===== src/rtl/button_debouncer.sv =====
// ============================================================================
// Module   : button_debouncer
// Purpose  : Synchronise, debounce and edge-detect pushbuttons; capture digit
//            switches alongside the channel-0 press strobe.
// Revision : 1.0 - initial release
// ============================================================================
`default_nettype none

module button_debouncer #(
  parameter int N_BTN           = 3,
  parameter int DEBOUNCE_CYCLES = 500,
  parameter int CNT_W           = 16
) (
  input  logic             i_clk,
  input  logic             i_hard_reset_n,
  input  logic [N_BTN-1:0] i_btn,
  input  logic [3:0]       i_digit,
  output logic [N_BTN-1:0] o_btn_level,
  output logic [N_BTN-1:0] o_btn_pulse,
  output logic [3:0]       o_digit,
  output logic             o_digit_valid
);

  localparam logic [CNT_W-1:0] C_CNT_MAX = CNT_W'(DEBOUNCE_CYCLES - 1);

  logic [N_BTN-1:0] w_level;
  logic [N_BTN-1:0] w_pulse;
  logic [N_BTN-1:0] w_press_now;

  generate
    for (genvar k = 0; k < N_BTN; k++) begin : g_chan
      logic             r_s1;
      logic             r_s2;
      logic [CNT_W-1:0] r_cnt;
      logic             r_level;
      logic             r_pulse;
      logic             w_differs;
      logic             w_expire;

      assign w_differs = (r_s2 != r_level);
      assign w_expire  = w_differs && (r_cnt == C_CNT_MAX);

      always_ff @(posedge i_clk or negedge i_hard_reset_n) begin
        if (!i_hard_reset_n) begin
          r_s1    <= 1'b0;
          r_s2    <= 1'b0;
          r_cnt   <= '0;
          r_level <= 1'b0;
          r_pulse <= 1'b0;
        end else begin
          r_s1 <= i_btn[k];
          r_s2 <= r_s1;
          // Any cycle agreeing with the current level restarts the count.
          if (!w_differs) begin
            r_cnt <= '0;
          end else if (w_expire) begin
            r_level <= r_s2;
            r_cnt   <= '0;
          end else begin
            r_cnt <= r_cnt + CNT_W'(1);
          end
          r_pulse <= w_expire && r_s2;
        end
      end

      assign w_level[k]     = r_level;
      assign w_pulse[k]     = r_pulse;
      assign w_press_now[k] = w_expire && r_s2;
    end
  endgenerate

  logic [3:0] r_dig_s1;
  logic [3:0] r_dig_s2;
  logic [3:0] r_digit;

  // The digit is sampled on the same edge that raises the channel-0 pulse.
  always_ff @(posedge i_clk or negedge i_hard_reset_n) begin
    if (!i_hard_reset_n) begin
      r_dig_s1 <= 4'h0;
      r_dig_s2 <= 4'h0;
      r_digit  <= 4'h0;
    end else begin
      r_dig_s1 <= i_digit;
      r_dig_s2 <= r_dig_s1;
      if (w_press_now[0]) begin
        r_digit <= r_dig_s2;
      end
    end
  end

  assign o_btn_level   = w_level;
  assign o_btn_pulse   = w_pulse;
  assign o_digit       = r_digit;
  assign o_digit_valid = w_pulse[0];

endmodule

`default_nettype wire


===== config.mk =====
export PLATFORM = sky130hd
export DESIGN_NAME = button_debouncer
export DESIGN_NICKNAME = d
export VERILOG_FILES = /design/src/rtl/button_debouncer.sv
export SDC_FILE = /design/constraint.sdc
export NUM_CORES = 1
export LEC_CHECK = 0
export ABC_CLOCK_PERIOD_IN_PS = 2100
export BUFFER_PORTS_ARGS = -buffer_cell sky130_fd_sc_hd__buf_2
export CAP_MARGIN = 15
export CORE_MARGIN = 3
export CORE_UTILIZATION = 55
export CTS_BUF_LIST = sky130_fd_sc_hd__clkbuf_16
export DETAILED_ROUTE_END_ITERATION = 6
export PLACE_DENSITY = 0.84
export SLEW_MARGIN = 10
export SYNTH_ARGS = -nofsm -noshare
export SYNTH_HDL_FRONTEND = slang
export SYNTH_SLANG_ARGS = --single-unit

===== constraint.sdc =====
create_clock -name i_clk -period 2.1 [get_ports i_clk]
set_input_delay 0.42 -clock i_clk [delete_from_list [all_inputs] [get_ports i_clk]]
set_output_delay 0.42 -clock i_clk [all_outputs]
set_load 0.1 [all_outputs]

==> results of run 1 <==
## sequential cells by signal, summed over array words and instances, names as in the netlist, 2 cells and up
register / cells
g_chan.r_s2: 3
g_chan.r_level: 3
g_chan.r_pulse: 2
r_dig_s1: 4
g_chan.r_s1: 3
g_chan.r_cnt: 48
o_digit: 4
r_dig_s2: 4
## path summary, 6_finish.rpt
kind | to | slack, ns | cells after the start
min in group i_clk | g_chan[1].r_s1$_DFF_PN0_ | 0.20 | 1
worst max register to register | o_digit[2]$_DFFE_PN0P_ | 0.22 | 5
worst max-delay path | o_digit[2]$_DFFE_PN0P_ | 0.22 | 5
worst min register to register | g_chan[2].r_s2$_DFF_PN0_ | 0.35 | 0
worst min-delay path | r_dig_s2[3]$_DFF_PN0_ | 0.11 | 2
max in group asynchronous | g_chan[2].r_cnt[15]$_DFF_PN0_ | 1.71 | 2
## stage by stage
stage	setup slack (ns)	std cells	instance area (um2)	power, mW	hold slack, ns
floorplan	0.310	282	3150	1.50	0.124
global placement	0.229	363	3290	1.55	0.333
detailed placement	0.152	363	3290	1.55	0.337
CTS	0.132	378	3650	3.37	0.124
global route	0.0925	378	3660	3.47	0.136
finish	0.216	378	3660	3.35	0.115
## kinds of logic after synthesis
logic type,after synthesis
buffers and inverters,21
and+or+nand+nor,131
DFF,72
xor gates and xnor gates,44
muxes,6
AOI/OAI and AO/OA,5
adders and majority gates,3
## power breakdown
part           switching [mW]  internal, mW  total (mW)
clock network           0.544          1.27        1.82
logic                  0.0593        0.0341      0.0934
registers              0.0223          1.42        1.44
## per-layer routing
layer	global-route usage (%)	routed length (um)	vias up	part of all wire [%]
met4	9.14	108	0	1.9
met5	0	0	-	0
met2	34.6	2980	46	52
li1	-	-	1007	-
met1	24.2	2430	1056	42
met3	5.15	217	12	3.8
## synth_stat cells
cell	count	area, um2
nor4b_1	2	17.5
nand4b_1	2	17.5
nand3_1	13	65.1
clkbuf_1	1	3.75
nor4bb_1	2	20.0
mux2_2	2	22.5
buf_2	5	25.0
or2_2	1	6.26
xor2_1	20	175
nor3_1	7	35.0
dfrtp_1	72	1800
nand4_1	15	93.8
and3_1	3	18.8
nand2_1	11	41.3
nor2_1	52	195
nor4_1	9	56.3
ha_1	3	37.5
and4_4	1	11.3
nor3b_1	2	15.0
a21oi_1	1	5.00
buf_4	6	45.0
and2_1	2	12.5
o21ai_0	2	10.0
xnor2_1	24	210
nor4b_4	1	23.8
or3_1	2	12.5
buf_6	1	11.3
mux2_4	4	60.1
o21ai_1	2	10.0
and4_1	5	43.8
nand4_2	1	12.5
inv_1	8	30.0
## worst max-delay path, delay by kind of cell, from the launching register on
| family | cells | cell delay [ns] |
|---|---|---|
| flops | 1 | 0.39 |
| mux | 1 | 0.32 |
| simple gates | 3 | 0.83 |
| fa+ha+maj | 1 | 0.24 |
## final cells by class
type / count / area share [%]
repair buffers: 24 / 3.97
multi-input cells: 189 / 33.7
well taps: 70 / 2.40
clock buffers: 9 / 6.16
clock inverters: 6 / 3.63
inverters: 8 / 0.821
flip-flops and latches: 72 / 49.3
## what timing repair did
action	CTS	global route
resized for setup	0	1
endpoints found under the setup margin	0	4
hold buffers	0	0
==> results.sh, run 1 <==
export IMPL_r2r_start="g_chan[0].r_cnt[0]$_DFF_PN0_"
export IMPL_muxShareOfSynthArea_pct=2.63
export IMPL_track_usage_pct=20.3
export IMPL_multiInputGateArea_um2=1230
export IMPL_hold_path_class="input pin to async pin"
export IMPL_syn_nets=294
export IMPL_vias=2121
export IMPL_area_delta_synth_final_pct=16.2
export IMPL_rsz0062_at_grt="no"
export IMPL_synth_top_family_by_area="simple AND/OR/NAND/NOR gates"
export IMPL_cts_sinks=72
export IMPL_synth_adder_area_share_pct=1.19
export IMPL_layout_common_cells="72 x dfrtp_1, 52 x nor2_1, 24 x xnor2_1, 20 x xor2_1, 19 x buf_2"
export IMPL_io_pins=20
export IMPL_worst_slew_pin_slew_ns=0.495
export IMPL_die_area_um2=6660
export IMPL_leakagePower_nw=1.65
export IMPL_synth_ff_latch_count=72
export IMPL_setup_viol=0
export IMPL_routabilityCongestion=0.785
export IMPL_yosys_area_share_simple_pct=22.2
export IMPL_antenna_found_initial=0
export IMPL_grt_pass1_wl_um=10100
export IMPL_fin_skew_ns=0.00604
export IMPL_ant_nets=0
export IMPL_layout_commonest_cell="dfrtp_1"
export IMPL_die_h_um=81.6
export IMPL_cp_arrival_ns=2.09
export IMPL_drv_slew=0
export IMPL_maxCapViolations=0
export IMPL_power_per_cell_area_nw_per_um2=916
export IMPL_clockBufferDepth=2
export IMPL_n_fill_cell=359
export IMPL_seqCellArea_um2=1800
export IMPL_wl_um=5740
export IMPL_grt_max_degree=73
export IMPL_grt_pass1_vias=2196
export IMPL_synth_compound_area_share_pct=0.796
export IMPL_final_util_pct=68.9
export IMPL_crit_start="g_chan[0].r_cnt[0]$_DFF_PN0_"
export IMPL_synth_xor_area_share_pct=12.3
export IMPL_cp_start_kind="register"
export IMPL_start_util_pct=59.3
export IMPL_path_max_fanout=5
export IMPL_hold_viol=0
export IMPL_die_w_um=81.6
export IMPL_post_cts_buffers=0
export IMPL_drt_iter0_markers=149
export IMPL_status="finished clean"
export IMPL_cp_slowest_cell="or3_4"
export IMPL_finalSetupTns_ns=0
export IMPL_netlist_area_um2=3150
export IMPL_relSlewSlack_pct=67.2
export IMPL_cts_root_buf="clkbuf_16"
export IMPL_num_antenna_cells=0
export IMPL_cts_tree="built"
export IMPL_port_buffers=19
export IMPL_coreArea_um2=5300
export IMPL_rows=26
export IMPL_slowest_delay_ns=0.42
export IMPL_viasPerCell=5.61
export IMPL_ir_drop_v=0.000488
export IMPL_synth_avg_cell_area_um2=11.2
export IMPL_grt_ovfl_total=0
export IMPL_worstPathCellList="ha_1, nor4b_4, nand4_2, or3_4, mux2_4"
export IMPL_clk_latency_ns=0.32
export IMPL_cts_buffers=9
export IMPL_drt_pass1_iter_count=4
export IMPL_critical_path_class="register to register"
export IMPL_clk_pin_slew_ns=0.06
export IMPL_synthCells=282
export IMPL_ys_types=32
export IMPL_post_route_period_util_pct=89.7
export IMPL_final_nets=316
export IMPL_drive_gt1_share_pct=15.9
export IMPL_hpwl_um=3670
export IMPL_endpoint_kind="register"
export IMPL_fmax_mhz=531
export IMPL_htreeDepth=3
export IMPL_period_needed_ns=1.88
export IMPL_wl_per_cell_um=15.2
export IMPL_synth_warnings=0
export IMPL_ys_seq_area_share_pct=57.3
export IMPL_drc=0
export IMPL_cp_data_required_time_ns=2.31
(Power assumes the default switching activity.)
==> inputs of run 2 (changes only) <==
--- a/config.mk
+++ b/config.mk
@@ -5,6 +5,7 @@
 export SDC_FILE = /design/constraint.sdc
 export NUM_CORES = 1
 export LEC_CHECK = 0
+export ABC_AREA = 1
 export ABC_CLOCK_PERIOD_IN_PS = 2100
 export BUFFER_PORTS_ARGS = -buffer_cell sky130_fd_sc_hd__buf_2
 export CAP_MARGIN = 15
@@ -12,7 +13,7 @@
 export CORE_UTILIZATION = 55
 export CTS_BUF_LIST = sky130_fd_sc_hd__clkbuf_16
 export DETAILED_ROUTE_END_ITERATION = 6
-export PLACE_DENSITY = 0.84
+export PLACE_DENSITY = 0.72
 export SLEW_MARGIN = 10
 export SYNTH_ARGS = -nofsm -noshare
 export SYNTH_HDL_FRONTEND = slang
==> results.sh, run 2 <==
export IMPL_status="finished clean"
export IMPL_drive_gt1_share_pct=13.9
export IMPL_die_w_um=86.6
export IMPL_largest_register_ffs=48
export IMPL_netlist_top_cells_count="95 x nand2_1, 77 x nor2_1, 72 x dfrtp_1, 48 x inv_1, 42 x nand3_1"
export IMPL_hpwl_um=4560
export IMPL_leakagePower_nw=1.95
export IMPL_pwr_share_comb_pct=3.5
export IMPL_hold_ws_ns=0.0945
export IMPL_post_cts_buffers=0
export IMPL_reg2reg_slack_ns=0.67
export IMPL_maxCapViolations=0
export IMPL_fin_skew_ns=0.00620
export IMPL_largest_register="g_chan.r_cnt"
export IMPL_layout_commonest_cell="nand2_1"
export IMPL_synth_largest_area_cell="dfrtp_1"
export IMPL_grt_ovfl_total=0
export IMPL_drt_pass1_iter_count=4
export IMPL_die_area_um2=7500
export IMPL_synth_ff_latch_count=72
export IMPL_post_route_period_util_pct=79.9
export IMPL_yosysTopAreaCellShare_pct=50.4
export IMPL_syn_nets=436
export IMPL_async_flop_share_pct=100
export IMPL_rsz0062_at_grt="no"
export IMPL_relSlewSlack_pct=67.7
export IMPL_placed_area_um2=3730
export IMPL_rows=28
export IMPL_period_needed_ns=1.68
export IMPL_cts_root_buf="clkbuf_16"
export IMPL_synthFlopType="dfrtp_1"
export IMPL_cts_sinks=72
export IMPL_pwr_share_seq_pct=48.1
export IMPL_area_delta_synth_final_pct=12.4
export IMPL_synthCells=424
export IMPL_synth_most_common_cell="nand2_1"
export IMPL_intPower_mw=2.27
export IMPL_worstPathCellList="buf_2"
export IMPL_post_cts_resized=0
export IMPL_cts_tree="built"
export IMPL_fin_area_um2=4020
export IMPL_switching_share_pct=24.2
export IMPL_ys_types=28
export IMPL_ant_nets=0
export IMPL_power_per_cell_area_nw_per_um2=744
export IMPL_path_max_fanout=3
export IMPL_track_usage_pct=19.8
export IMPL_clk_latency_ns=0.34
export IMPL_io_pins=20
export IMPL_holdBufCountCts=0
export IMPL_power_share_clock_pct=48.5
export IMPL_die_h_um=86.6
export IMPL_htreeDepth=3
export IMPL_fmax_mhz=596
export IMPL_slowest_delay_ns=0.47
export IMPL_power_switching_uw=722
export IMPL_netlist_area_um2=3570
export IMPL_clk_pin_slew_ns=0.06
export IMPL_synth_edf_count=0
export IMPL_cpLargestDelayFamily="buffers and inverters"
export IMPL_final_nets=460
export IMPL_grt_max_degree=73
export IMPL_critical_path_buf_inv_count=1
export IMPL_setup_viol=0
export IMPL_wl_per_cell_um=12.6
export IMPL_cp_slowest_cell="buf_2"
export IMPL_critical_path_class="register to output port"
export IMPL_grt_pass1_vias=2663
export IMPL_synth_warnings=0
export IMPL_cp_start_kind="register"
export IMPL_drc=0
export IMPL_cp_arrival_ns=1.26
export IMPL_power_mw=2.99
export IMPL_num_antenna_cells=0
export IMPL_antenna_found_initial=0
export IMPL_wl_um=6670
export IMPL_synth_area_leaders="dfrtp_1 50%, nand2_1 10%, nor2_1 8.1%"
export IMPL_clockBufferDepth=2
export IMPL_start_util_pct=58.6
export IMPL_drt_iter0_markers=157
export IMPL_hold_viol=0
export IMPL_grt_pass1_wl_um=11600
export IMPL_layout_common_cells="95 x nand2_1, 77 x nor2_1, 72 x dfrtp_1, 48 x inv_1, 42 x nand3_1"
export IMPL_synth_avg_cell_area_um2=8.43
export IMPL_hold_path_class="input pin to async pin"
export IMPL_ir_drop_v=0.000517
export IMPL_cp_data_required_time_ns=1.68
export IMPL_finalSetupTns_ns=0
export IMPL_ys_seq_area_share_pct=50.4
export IMPL_port_buffers=19
export IMPL_coreArea_um2=6100
export IMPL_cts_buffers=9
export IMPL_routabilityCongestion=0.866
export IMPL_drv_slew=0
export IMPL_n_fill_cell=542
export IMPL_viasPerCell=5.09
export IMPL_vias=2687
export IMPL_endpoint_kind="output port"
export IMPL_worst_slew_pin_slew_ns=0.488
==> run 2: changes by cell type after synthesis, sizes merged, moves of 4 or more <==
cell,change
and4,-6
buf,-5
inv,+44
mux2,-6
nand2,+88
nand3,+32
nand4,-5
nor2,+36
nor3,-4
nor4,-9
o21ai,+4
xnor2,-16
==> run 2: final cells by class <==
cell class                 count  area (um2)  share of cell area, %
sequential                    72        1800                   44.9
multi-input combinational    293        1520                   38.0
clock buffer                   9         225                   5.61
inverter                      52         195                   4.86
timing repair buffer          20         115                   2.87
tap                           75        93.8                   2.34
clock inverter                 7        60.1                   1.50
==> run 2: cells by family (layout without fill, tap and decap cells) <==
logic type      after synthesis  after routing  share of synthesized area [%]
flops                        72             72                           50.4
compound gates               11             11                           1.58
buf+inv                      59             88                           6.93
fa+ha+maj                     3              3                           1.05
xor+xnor                     28             28                           7.39
simple gates                251            251                           32.6
==> run 2: layer usage <==
layer  GRT usage (%)  part of all wire, %  wire, um  up-vias
li1                -                    -         -     1376
met1            25.4                   46      3040     1240
met2            31.4                   47      3160       57
met3            4.85                  4.7       311       14
met4            9.77                  2.4       159        0
met5               0                    0         0        -
==> run 2: stage by stage <==
step           instances  util [%]  worst slack [ns]
3_3_place_gp         512      61.2             0.747
4_1_cts              528      65.9             0.412
5_1_grt              528      65.9             0.392
2_1_floorplan        424         -             0.356
6_report             528      65.9             0.422
3_5_place_dp         512      61.2             0.730
==> run 2: final timing paths <==
path / cells past startpoint / endpoint / from
max in group asynchronous: 2 / g_chan[1].r_cnt[13]$_DFF_PN0_ / i_hard_reset_n
min in group i_clk: 1 / r_dig_s1[2]$_DFF_PN0_ / i_digit[2]
setup / recovery: 1 / o_btn_level[1] / g_chan[1].r_level$_DFFE_PN0P_
hold / removal: 2 / g_chan[0].r_cnt[13]$_DFF_PN0_ / i_hard_reset_n
hold reg to reg: 0 / g_chan[1].r_s2$_DFF_PN0_ / g_chan[1].r_s1$_DFF_PN0_
setup reg to reg: 6 / g_chan[2].r_cnt[8]$_DFF_PN0_ / g_chan[2].r_cnt[2]$_DFF_PN0_
==> run 2: power by group through the flow <==
stage / Combinational, mW / Sequential (mW) / Clock (mW)
6_report: 0.104 / 1.44 / 1.45
5_1_grt: 0.120 / 1.44 / 1.53
4_1_cts: 0.107 / 1.44 / 1.48
3_5_place_dp: 0.106 / 1.46 / 0
3_3_place_gp: 0.104 / 1.46 / 0
2_1_floorplan: 0.0575 / 1.46 / 0
==> inputs of run 3 (changes only) <==
--- a/config.mk
+++ b/config.mk
@@ -6,14 +6,14 @@
 export NUM_CORES = 1
 export LEC_CHECK = 0
 export ABC_AREA = 1
-export ABC_CLOCK_PERIOD_IN_PS = 2100
+export ABC_CLOCK_PERIOD_IN_PS = 1400
 export BUFFER_PORTS_ARGS = -buffer_cell sky130_fd_sc_hd__buf_2
 export CAP_MARGIN = 15
 export CORE_MARGIN = 3
 export CORE_UTILIZATION = 55
 export CTS_BUF_LIST = sky130_fd_sc_hd__clkbuf_16
 export DETAILED_ROUTE_END_ITERATION = 6
-export PLACE_DENSITY = 0.72
+export PLACE_DENSITY = 0.75
 export SLEW_MARGIN = 10
 export SYNTH_ARGS = -nofsm -noshare
 export SYNTH_HDL_FRONTEND = slang
==> constraint.sdc (replaced) <==
create_clock -name i_clk -period 1.4 [get_ports i_clk]
set_input_delay 0.28 -clock i_clk [delete_from_list [all_inputs] [get_ports i_clk]]
set_output_delay 0.28 -clock i_clk [all_outputs]
set_load 0.1 [all_outputs]
==> results.sh, run 3 (same netlist as run 2, synthesis figures left out) <==
export IMPL_num_antenna_cells=0
export IMPL_die_area_um2=7500
export IMPL_fin_ws_ns=0.0182
export IMPL_hold_viol=0
export IMPL_post_place_ws_ns=0.00849
export IMPL_port_buffers=19
export IMPL_critical_path_buf_inv_count=1
export IMPL_drv_slew=0
export IMPL_clockBufferDepth=2
export IMPL_cts_buffers=9
export IMPL_clk_latency_ns=0.33
export IMPL_die_h_um=86.6
export IMPL_vias=2812
export IMPL_n_fill_cell=461
export IMPL_antenna_found_initial=0
export IMPL_grt_pass1_wl_um=11700
export IMPL_start_util_pct=58.6
export IMPL_slowest_delay_ns=0.42
export IMPL_post_route_period_util_pct=98.7
export IMPL_track_usage_pct=19.9
export IMPL_power_per_cell_area_nw_per_um2=1120
export IMPL_seqCellArea_um2=1800
export IMPL_grt_pass1_vias=2687
export IMPL_period_needed_ns=1.38
export IMPL_grt_max_degree=73
export IMPL_largest_register="g_chan.r_cnt"
export IMPL_drt_pass1_iter_count=4
export IMPL_final_nets=472
export IMPL_multiInputGateArea_um2=1600
export IMPL_cpLargestDelayFamily="buffers and inverters"
export IMPL_hold_path_class="input pin to register"
export IMPL_drive_gt1_share_pct=19.1
export IMPL_endpoint_kind="output port"
export IMPL_fin_skew_ns=0.00740
export IMPL_wl_um=6950
export IMPL_r2r_start="g_chan[0].r_cnt[0]$_DFF_PN0_"
export IMPL_drc=0
export IMPL_rsz0062_at_grt="yes"
export IMPL_relSlewSlack_pct=67.8
export IMPL_cts_tree="built"
export IMPL_path_max_fanout=2
export IMPL_viasPerCell=5.21
export IMPL_worst_slew_pin_slew_ns=0.486
export IMPL_die_w_um=86.6
export IMPL_ant_nets=0
export IMPL_routabilityCongestion=0.859
export IMPL_drt_iter0_markers=96
export IMPL_cts_sinks=72
export IMPL_hpwl_um=4710
export IMPL_setup_viol=0
export IMPL_maxCapViolations=0
export IMPL_fmax_mhz=724
export IMPL_cp_start_kind="register"
export IMPL_hold_path_startpoint="i_btn[2]"
export IMPL_clk_pin_slew_ns=0.06
export IMPL_wl_per_cell_um=12.9
export IMPL_cts_root_buf="clkbuf_16"
export IMPL_cp_data_required_time_ns=1.12
export IMPL_cp_slowest_cell="buf_2"
export IMPL_crit_start="o_digit_valid$_DFF_PN0_"
export IMPL_coreArea_um2=6100
export IMPL_ir_drop_v=0.00110
export IMPL_leakagePower_nw=2.04
export IMPL_cp_arrival_ns=1.10
export IMPL_worstPathCellList="buf_2"
export IMPL_grt_ovfl_total=0
export IMPL_area_delta_synth_final_pct=19.7
export IMPL_io_pins=20
export IMPL_rows=28
export IMPL_layout_common_cells="91 x nand2_1, 73 x nor2_1, 70 x dfrtp_1, 48 x inv_1, 40 x nand3_1"
export IMPL_layout_commonest_cell="nand2_1"
export IMPL_htreeDepth=3
export IMPL_power_mw=4.78
export IMPL_critical_path_class="register to output port"
export IMPL_largest_register_ffs=48
export IMPL_status="finished clean"
[run 3: cell count changes in the layout (fill, tap and decap cells not counted), sizes merged]
cell	before	now
clkbuf	9	11
dlygate4sd3	0	1
clkinvlp	3	0
bufinv	0	2
inv	56	53
buf	20	29
clkinv	0	4
[run 3: path summary, 6_finish.rpt]
| path | end | slack [ns] | cells after the start |
|---|---|---|---|
| worst max-delay path | o_digit_valid | 0.02 | 1 |
| worst min-delay path | g_chan[2].r_s1$_DFF_PN0_ | 0.05 | 1 |
| worst max register to register | g_chan[0].r_cnt[10]$_DFF_PN0_ | 0.05 | 6 |
| worst min register to register | r_dig_s2[2]$_DFF_PN0_ | 0.35 | 0 |
| max in group asynchronous | o_digit_valid$_DFF_PN0_ | 0.59 | 3 |
| min in group asynchronous | g_chan[0].r_cnt[11]$_DFF_PN0_ | 0.49 | 3 |
[run 3: repair_timing]
action | CTS | global route
pin swaps | 0 | 3
endpoints found under the hold margin | 72 | 0
setup endpoints to repair | 5 | 38
resized for setup | 3 | 21
hold buffers | 1 | 0
buffers inserted | 0 | 1
[run 3: per-layer routing]
layer | vias to the layer above | track usage [%] | routed length [um]
met5 | - | 0 | 0
met4 | 0 | 7.08 | 81
met3 | 9 | 6.65 | 266
met2 | 64 | 33.0 | 3600
met1 | 1350 | 24.2 | 3000
li1 | 1389 | - | -
[run 3: report_power, final]
| group | total, mW | switching (mW) | leakage (nW) | internal, mW |
|---|---|---|---|---|
| Combinational | 0.177 | 0.112 | 0.919 | 0.0653 |
| Clock | 2.44 | 0.882 | 0.157 | 1.56 |
| Sequential | 2.16 | 0.0350 | 0.963 | 2.12 |
| Total | 4.78 | 1.03 | 2.04 | 3.75 |
[run 3: area by class of cell]
cell class	count	share of cell area, %
Clock buffer	9	5.26
Clock inverter	7	2.22
Inverter	52	4.56
Multi-Input combinational cell	293	37.5
Sequential cell	72	42.2
Tap cell	75	2.19
Timing Repair Buffer	32	6.14
[run 3: through the flow]
step / util (%) / std cells / setup TNS [ns] / area (um2) / hold WS, ns
2_1_floorplan: - / 424 / 0 / 3570 / -0.0156
3_3_place_gp: 63.2 / 522 / 0 / 3850 / 0.332
3_5_place_dp: 63.2 / 522 / 0 / 3850 / 0.335
4_1_cts: 68.7 / 539 / 0 / 4190 / 0.0436
5_1_grt: 70.2 / 540 / -0.125 / 4280 / 0.0397
6_report: 70.2 / 540 / 0 / 4280 / 0.0540
